$ cat config.mk
export PLATFORM = sky130hd
export DESIGN_NAME = serial_ripple_adder
export DESIGN_NICKNAME = d
export VERILOG_FILES = /design/src/rtl/serial_arith_pkg.sv /design/src/rtl/full_adder.sv /design/src/rtl/serial_ripple_adder.sv
export SDC_FILE = /design/constraint.sdc
export NUM_CORES = 1
export LEC_CHECK = 0
export CORE_MARGIN = 1.5
export CORE_UTILIZATION = 47
export CTS_BUF_LIST = sky130_fd_sc_hd__clkbuf_4 sky130_fd_sc_hd__clkbuf_8
export CTS_CLUSTER_DIAMETER = 60
export CTS_CLUSTER_SIZE = 20
export DETAILED_ROUTE_END_ITERATION = 6
export PLACE_DENSITY = 0.77
export SYNTH_ARGS = -nofsm -noshare
export SYNTH_HDL_FRONTEND = slang
export SYNTH_SLANG_ARGS = --single-unit
export TNS_END_PERCENT = 20
$ cat constraint.sdc
create_clock -name clk -period 1.54 [get_ports clk]
set_clock_uncertainty 0.15 [all_clocks]
set_input_delay 0.154 -clock clk [delete_from_list [all_inputs] [get_ports clk]]
set_output_delay 0.154 -clock clk [all_outputs]
set_load 0.01 [all_outputs]
$ cat src/rtl/serial_arith_pkg.sv
// Shared definitions for the serial arithmetic library: FSM state encoding
// and a sizing helper for chunk counters.
package serial_arith_pkg;

    typedef enum logic [1:0] {
        IDLE = 2'd0,
        RUN  = 2'd1,
        DONE = 2'd2
    } state_t;

    // Counter width for k chunks; never narrower than one bit.
    function automatic int cnt_width(input int k);
        int w;
        w = (k > 32'sd1) ? $clog2(k) : 32'sd1;
        return w;
    endfunction

endpackage

$ cat src/rtl/full_adder.sv
// One-bit full adder, chained by the serial adder to form a CHUNK-bit ripple slice.
module full_adder (
    input  logic a,
    input  logic b,
    input  logic cin,
    output logic sum,
    output logic cout
);

    assign sum  = a ^ b ^ cin;
    assign cout = (a & b) | (cin & (a ^ b));

endmodule

$ cat src/rtl/serial_ripple_adder.sv
// Multi-cycle ripple-carry adder: CHUNK bits per clock through a registered carry,
// operands and result exchanged over valid/ready handshakes.
module serial_ripple_adder
    import serial_arith_pkg::*;
#(
    parameter int N     = 8,
    parameter int CHUNK = 1
) (
    input  logic         clk,
    input  logic         rst,
    input  logic         in_valid,
    output logic         in_ready,
    input  logic [N-1:0] a,
    input  logic [N-1:0] b,
    input  logic         cin,
    output logic         out_valid,
    input  logic         out_ready,
    output logic [N-1:0] sum,
    output logic         cout,
    output logic         busy
);

    if ((N < 1) || (CHUNK < 1) || ((N % CHUNK) != 0)) begin : g_bad_cfg
        $error("serial_ripple_adder: CHUNK must be >= 1 and divide N");
    end

    localparam int            K        = N / CHUNK;
    localparam int            CW       = cnt_width(K);
    localparam logic [CW-1:0] CNT_LAST = CW'(K - 1);
    localparam logic [CW-1:0] CNT_ONE  = CW'(1);

    state_t         state_r;
    logic [N-1:0]   a_r;
    logic [N-1:0]   b_r;
    logic [N-1:0]   sum_r;
    logic           carry_r;
    logic           cout_r;
    logic [CW-1:0]  cnt_r;

    logic [CHUNK:0]   c_s;
    logic [CHUNK-1:0] chunk_sum_s;
    logic [N-1:0]     sum_next_s;

    // Ripple chain across the low CHUNK bits of the operand registers
    assign c_s[0] = carry_r;
    for (genvar i = 0; i < CHUNK; i++) begin : g_fa
        full_adder u_fa (
            .a    (a_r[i]),
            .b    (b_r[i]),
            .cin  (c_s[i]),
            .sum  (chunk_sum_s[i]),
            .cout (c_s[i+1])
        );
    end

    // New chunk enters at the top, so after K steps the LSB chunk sits at bit 0
    if (CHUNK == N) begin : g_sum_full
        assign sum_next_s = chunk_sum_s;
    end else begin : g_sum_shift
        assign sum_next_s = {chunk_sum_s, sum_r[N-1:CHUNK]};
    end

    // Control FSM, operand/sum shift registers, carry and chunk counter
    always_ff @(posedge clk) begin
        if (rst) begin
            state_r <= IDLE;
            a_r     <= '0;
            b_r     <= '0;
            sum_r   <= '0;
            carry_r <= 1'b0;
            cout_r  <= 1'b0;
            cnt_r   <= '0;
        end else begin
            case (state_r)
                IDLE: begin
                    if (in_valid) begin
                        a_r     <= a;
                        b_r     <= b;
                        carry_r <= cin;
                        cnt_r   <= '0;
                        state_r <= RUN;
                    end
                end
                RUN: begin
                    a_r     <= a_r >> CHUNK;
                    b_r     <= b_r >> CHUNK;
                    sum_r   <= sum_next_s;
                    carry_r <= c_s[CHUNK];
                    cnt_r   <= cnt_r + CNT_ONE;
                    if (cnt_r == CNT_LAST) begin
                        cout_r  <= c_s[CHUNK];
                        state_r <= DONE;
                    end
                end
                DONE: begin
                    if (out_ready) begin
                        state_r <= IDLE;
                    end
                end
                default: begin
                    state_r <= IDLE;
                end
            endcase
        end
    end

    // Handshake flags decode the state register only; no input reaches an output
    assign in_ready  = (state_r == IDLE);
    assign out_valid = (state_r == DONE);
    assign busy      = (state_r == RUN) || (state_r == DONE);
    assign sum       = sum_r;
    assign cout      = cout_r;

endmodule

* Word-level counts from Yosys, hierarchy flattened
Cells that the tools add are included.
** Word-level totals
- Register bits :: 31
** Operators by class
- $add $sub $neg :: 1
- Eq/ne operators :: 6
- Mux-type cells :: 12
- Reduce and logical (&&, ||, !) cells :: 6
- Bitwise operators :: 5
** Operator list (count)
- $pmux 8 s2 :: 2
- $mux 8 :: 2
- $mux 2 :: 3
- $pmux 2 s3 :: 1
- $pmux 3 s2 :: 1
- $ne 2x2->1 const B :: 2
- $reduce_and 2->1 :: 2
- $add 3x1->3 const B :: 1
- $eq 3x3->1 const B :: 1
- $mux 3 :: 1
- $reduce_and 3->1 :: 1
- $and 1x1->1 :: 2
- $eq 2x1->1 const B :: 1
- $eq 2x2->1 const B :: 1
- $logic_not 2->1 :: 1
- $ne 2x1->1 const B :: 1
- $pmux 1 s2 :: 1
- $reduce_bool 2->1 :: 1
- $xor 1x1->1 :: 2
- $logic_or 1x1->1 :: 1
- $mux 1 :: 1
- $or 1x1->1 :: 1

* Logic depth before layout (Yosys ltp)
- Depth in word-level cells :: 4
- Depth in mapped cells :: 7

* By module
A second synthesis with hierarchy kept.
** Unflattened totals
- Cells, all modules :: 143
- Area, all modules :: 1503.9 sq um
** By module, submodules not included
- serial_ripple_adder :: area each 1483.9 sq um, cells each 142, seq. area each 620.6 sq um, instances 1
- full_adder :: area each 20.0 sq um, cells each 1, seq. area each 0.0 sq um, instances 1

* Worst setup path before layout
OpenSTA, ideal clock, no wires.
- Kind :: reg-to-reg
- Start :: register state_r[0]
- End :: register b_r[2]
- Data arrival time :: 1.400 ns
- Setup time :: 0.125 ns
- Cell stages (with the launch flop) :: 8
- Slack :: -0.135 ns
- Data required time :: 1.265 ns
- Path through :: dfxtp_1 -> inv_1 -> ha_1 -> buf_6 -> mux2_4 -> buf_4 -> nor2_1 -> a211oi_2
** On the way
- Word-level cells in the longest chain between the ends :: 3
- Elaborated cells between the ends (all ways) :: 6
- Those cells by class :: 2 x eq/ne; 1 x mux; 3 x reduce/logical
** RTL lines
- start, declared :: line serial_ripple_adder.sv:32 : state_t state_r;
- start signal, assigned :: line serial_ripple_adder.sv:66 : state_r <= IDLE;
- start signal, assigned :: line serial_ripple_adder.sv:81 : state_r <= RUN;
- start signal, assigned :: line serial_ripple_adder.sv:92 : state_r <= DONE;
- $logic_not 2->1 *
- named net in_ready :: line serial_ripple_adder.sv:12 : output logic in_ready,
- $ne 2x2->1 (no source line) or $reduce_bool 2->1 (tied branches)
- $reduce_and 2->1 (no source line)
- end signal, assigned :: line serial_ripple_adder.sv:86 : b_r <= b_r >> CHUNK;
- end, declared :: line serial_ripple_adder.sv:34 : logic [N-1:0] b_r;
Mark *: on every way through the listed nets, which the timed path passes. The rest lies on a longest branch.
A chain may end at the register's enable or synchronous reset.

* Worst setup path in the final report
- Start :: register state_r[0]
- End :: register a_r[1]
** On the way
- Word-level cells in the longest chain between the ends :: 3
- Elaborated cells between the ends (all ways) :: 6
- Those cells by class :: 2 x eq/ne; 1 x mux; 3 x reduce/logical
** RTL lines
- $eq 2x1->1 or $logic_not 2->1 (tied branches) :: line serial_ripple_adder.sv:74 : case (state_r)
- $reduce_bool 2->1 (no source line) or $ne 2x2->1 (tied branches)
- $reduce_and 2->1 (no source line)
- end signal, assigned :: line serial_ripple_adder.sv:85 : a_r <= a_r >> CHUNK;
- end, declared :: line serial_ripple_adder.sv:33 : logic [N-1:0] a_r;
Parallel ways exist; a longest one is shown, timed or not.

==> flow_summary.ini <==
[placement]
post_dp_cell_area_mm2 = 0.001971
io_buffers = 32
gp_congestion = 0.6896
dp_hpwl_mm = 2.175

[cells_and_area]
drive_gt1_frac = 0.3552
diodes = 0
fin_nets = 209
fill_cells = 263
area.sequential_um2 = 625.6
fin_area_mm2 = 0.002061
synthToLayoutAreaGrowth_pct = 37.02
multi_input_area_um2 = 874.6

[logic_synthesis]
ys_ff_latch = 31
ys_seq_area_frac = 0.4126
synth_cell_types = 23
ys_warn_count = 0
synthesis.nets = 170
synth_area_mm2 = 0.001504
syn_inst = 143
syn_area_per_cell_um2 = 10.52

[cts]
path_clk_slew_ns = 0.08
insertion_delay_ns = 0.33
cts_tree = built
root_buffer = clkbuf_4
cts_made_buffers = 5
clock_path_buffers = 2
cts-htree-levels = 2
clock-sinks = 31

[hold_path]
hold_path_end = cout
hold_depth = 2
hp-start = cout
holdCritPathClass = register to register

[critical_path]
crit_fanout = 15
crit_arrival_ns = 1.56
rrSetupSlack_ns = 0.03
rr_endpoint = a_r[1]
path_class = register to register
worstPathRequired_ns = 1.60
worstSetupEndpointType = register
reg2reg_depth = 5
timing.rr.start = state_r[0]
critPathLaunchType = register

[pwr]
leakage_nw = 0.8357
peakVddDrop_v = 0.0007673
power_density_mw_per_mm2 = 1314

[timing]
post-route-period-util = 0.9791
worst_pin_slew_ns = 0.2268
period_needed_ns = 1.508
hold_violations = 0
finalSetupViolCount = 0
fmax_mhz = 663.2
setup_tns_ns = 0
drv_slew = 0
slew-limit-headroom = 0.8458
worst_hold_slack_ns = 0.3018
rsz0062_at_grt = yes

[run_status]
status = finished, final reports clean

[floorplanning]
die_w_um = 59.57
die_h_um = 59.57
io_pins = 33
core_region_area_mm2 = 0.003053
initial_core_util = 0.4926
rows = 20
die-area_mm2 = 0.003548

[detailed_routing]
via_per_inst = 5.119
drtAntennaViolNets = 0
drt_iter0_drc = 37
routed_wl_mm = 3.100
drtPass1Iterations = 4
vias = 1162
drcViolationCount = 0
wl_per_cell_um = 13.66

[global_route]
grt_pass1_vias = 1124
groute.usage.overall = 0.1966
antenna_found_initial = 0
grt_pass1_wl_mm = 5.092
grt_max_degree = 17
grt_overflow = 0

[run]
drv_cap = 0
## synth_stat cells (all sizes together)
library cell | count | area, um^2
ha | 5 | 62.56
a311oi | 1 | 8.760
clkbuf | 2 | 7.510
nand2 | 3 | 11.26
nand2b | 6 | 37.54
a31oi | 3 | 18.77
nor2 | 25 | 93.84
o32ai | 2 | 17.52
nand3 | 1 | 5.000
a211oi | 15 | 187.7
dfxtp | 31 | 620.6
mux2 | 1 | 15.01
mux2i | 25 | 250.2
fa | 1 | 20.02
o211ai | 1 | 7.510
nor2b | 2 | 12.51
inv | 3 | 11.26
a32oi | 2 | 17.52
buf | 11 | 81.32
a21oi | 2 | 10.01
nand3b | 1 | 7.510
## sequential cells by signal, summed over array words and instances, names as in the netlist
| name | cells |
|---|---|
| b_r | 8 |
| cout | 1 |
| cnt_r | 3 |
| sum | 8 |
| state_r | 2 |
| carry_r | 1 |
| a_r | 8 |
## power breakdown
part	internal, mW	switching, mW
registers	0.944	0.111
logic	0.605	0.571
clock network	0.213	0.264
## repair_timing
action,4_1_cts,5_1_grt
gates cloned,1,0
gates resized for setup,16,12
pin swaps,0,0
hold buffers,0,0
setup buffers,0,0
endpoints found under the setup margin,30,24
## cell type report
| cell class | count | share of cell area |
|---|---|---|
| clock buffers | 7 | 0.02550 |
| clock inverters | 1 | 0.002429 |
| inverters | 3 | 0.005464 |
| multi-input cells | 97 | 0.4244 |
| flip-flops and latches | 31 | 0.3036 |
| well taps | 44 | 0.02672 |
| repair buffers | 44 | 0.2119 |
## worst max-delay path, cell delays in order, from the launching register on
cell      delay (ns)
dfxtp_4         0.37
inv_2           0.08
ha_4            0.19
mux2_4          0.42
nor2_2          0.13
a211oi_2        0.05
## cells in the final DEF, fill, tap and decap left out, types with 5 or more instances in the layout
master,instances
clkbuf_4,7
mux2i_1,22
clkdlybuf4s50_1,20
nor2_2,15
nor2_1,10
dfxtp_1,29
a211oi_2,15
dlygate4sd2_1,7
buf_4,7
nand2b_1,5
## metrics by stage
stage / instances / worst slack, ns / total power, mW / utilization
after floorplan: 143 / 0.003866 / 1.933 / -
after global placement: 218 / -0.07941 / 2.143 / 0.6455
after detailed placement: 218 / -0.1522 / 2.188 / 0.6455
after CTS: 227 / -0.00004086 / 2.692 / 0.6693
after global routing: 227 / -0.02512 / 2.877 / 0.6750
final: 227 / 0.03223 / 2.708 / 0.6750
## routing by layer
metal  vias up  global-route usage  share of wire
li1        590                   -              -
met1       537              0.2370           0.44
met2        29              0.3171           0.49
met3         6             0.08079          0.062
met4         0             0.06667          0.014
met5         -                   0              0
## cells by family after synthesis
kind of cell,count (synthesis),share of synthesized area
AO/OA/AOI/OAI,26,0.1780
flip-flops,31,0.4126
buffers and inverters,16,0.06655
multiplexers,26,0.1764
adder cells (fa/ha/maj),6,0.05491
AND/OR/NAND/NOR,38,0.1115
## how the worst max path moves through the flow
stage	depth (start not counted)	endpoint	from	slack (ns)
after floorplan	7	carry_r	state_r[1]	0.004
after global placement	4	b_r[6]	in_valid	-0.08
after detailed placement	4	a_r[5]	in_valid	-0.15
after CTS	6	b_r[0]	state_r[1]	-0.00004
after global routing	6	cnt_r[0]	state_r[1]	-0.03
final	5	a_r[1]	state_r[0]	0.03
Power figures use the tool's default switching activity.
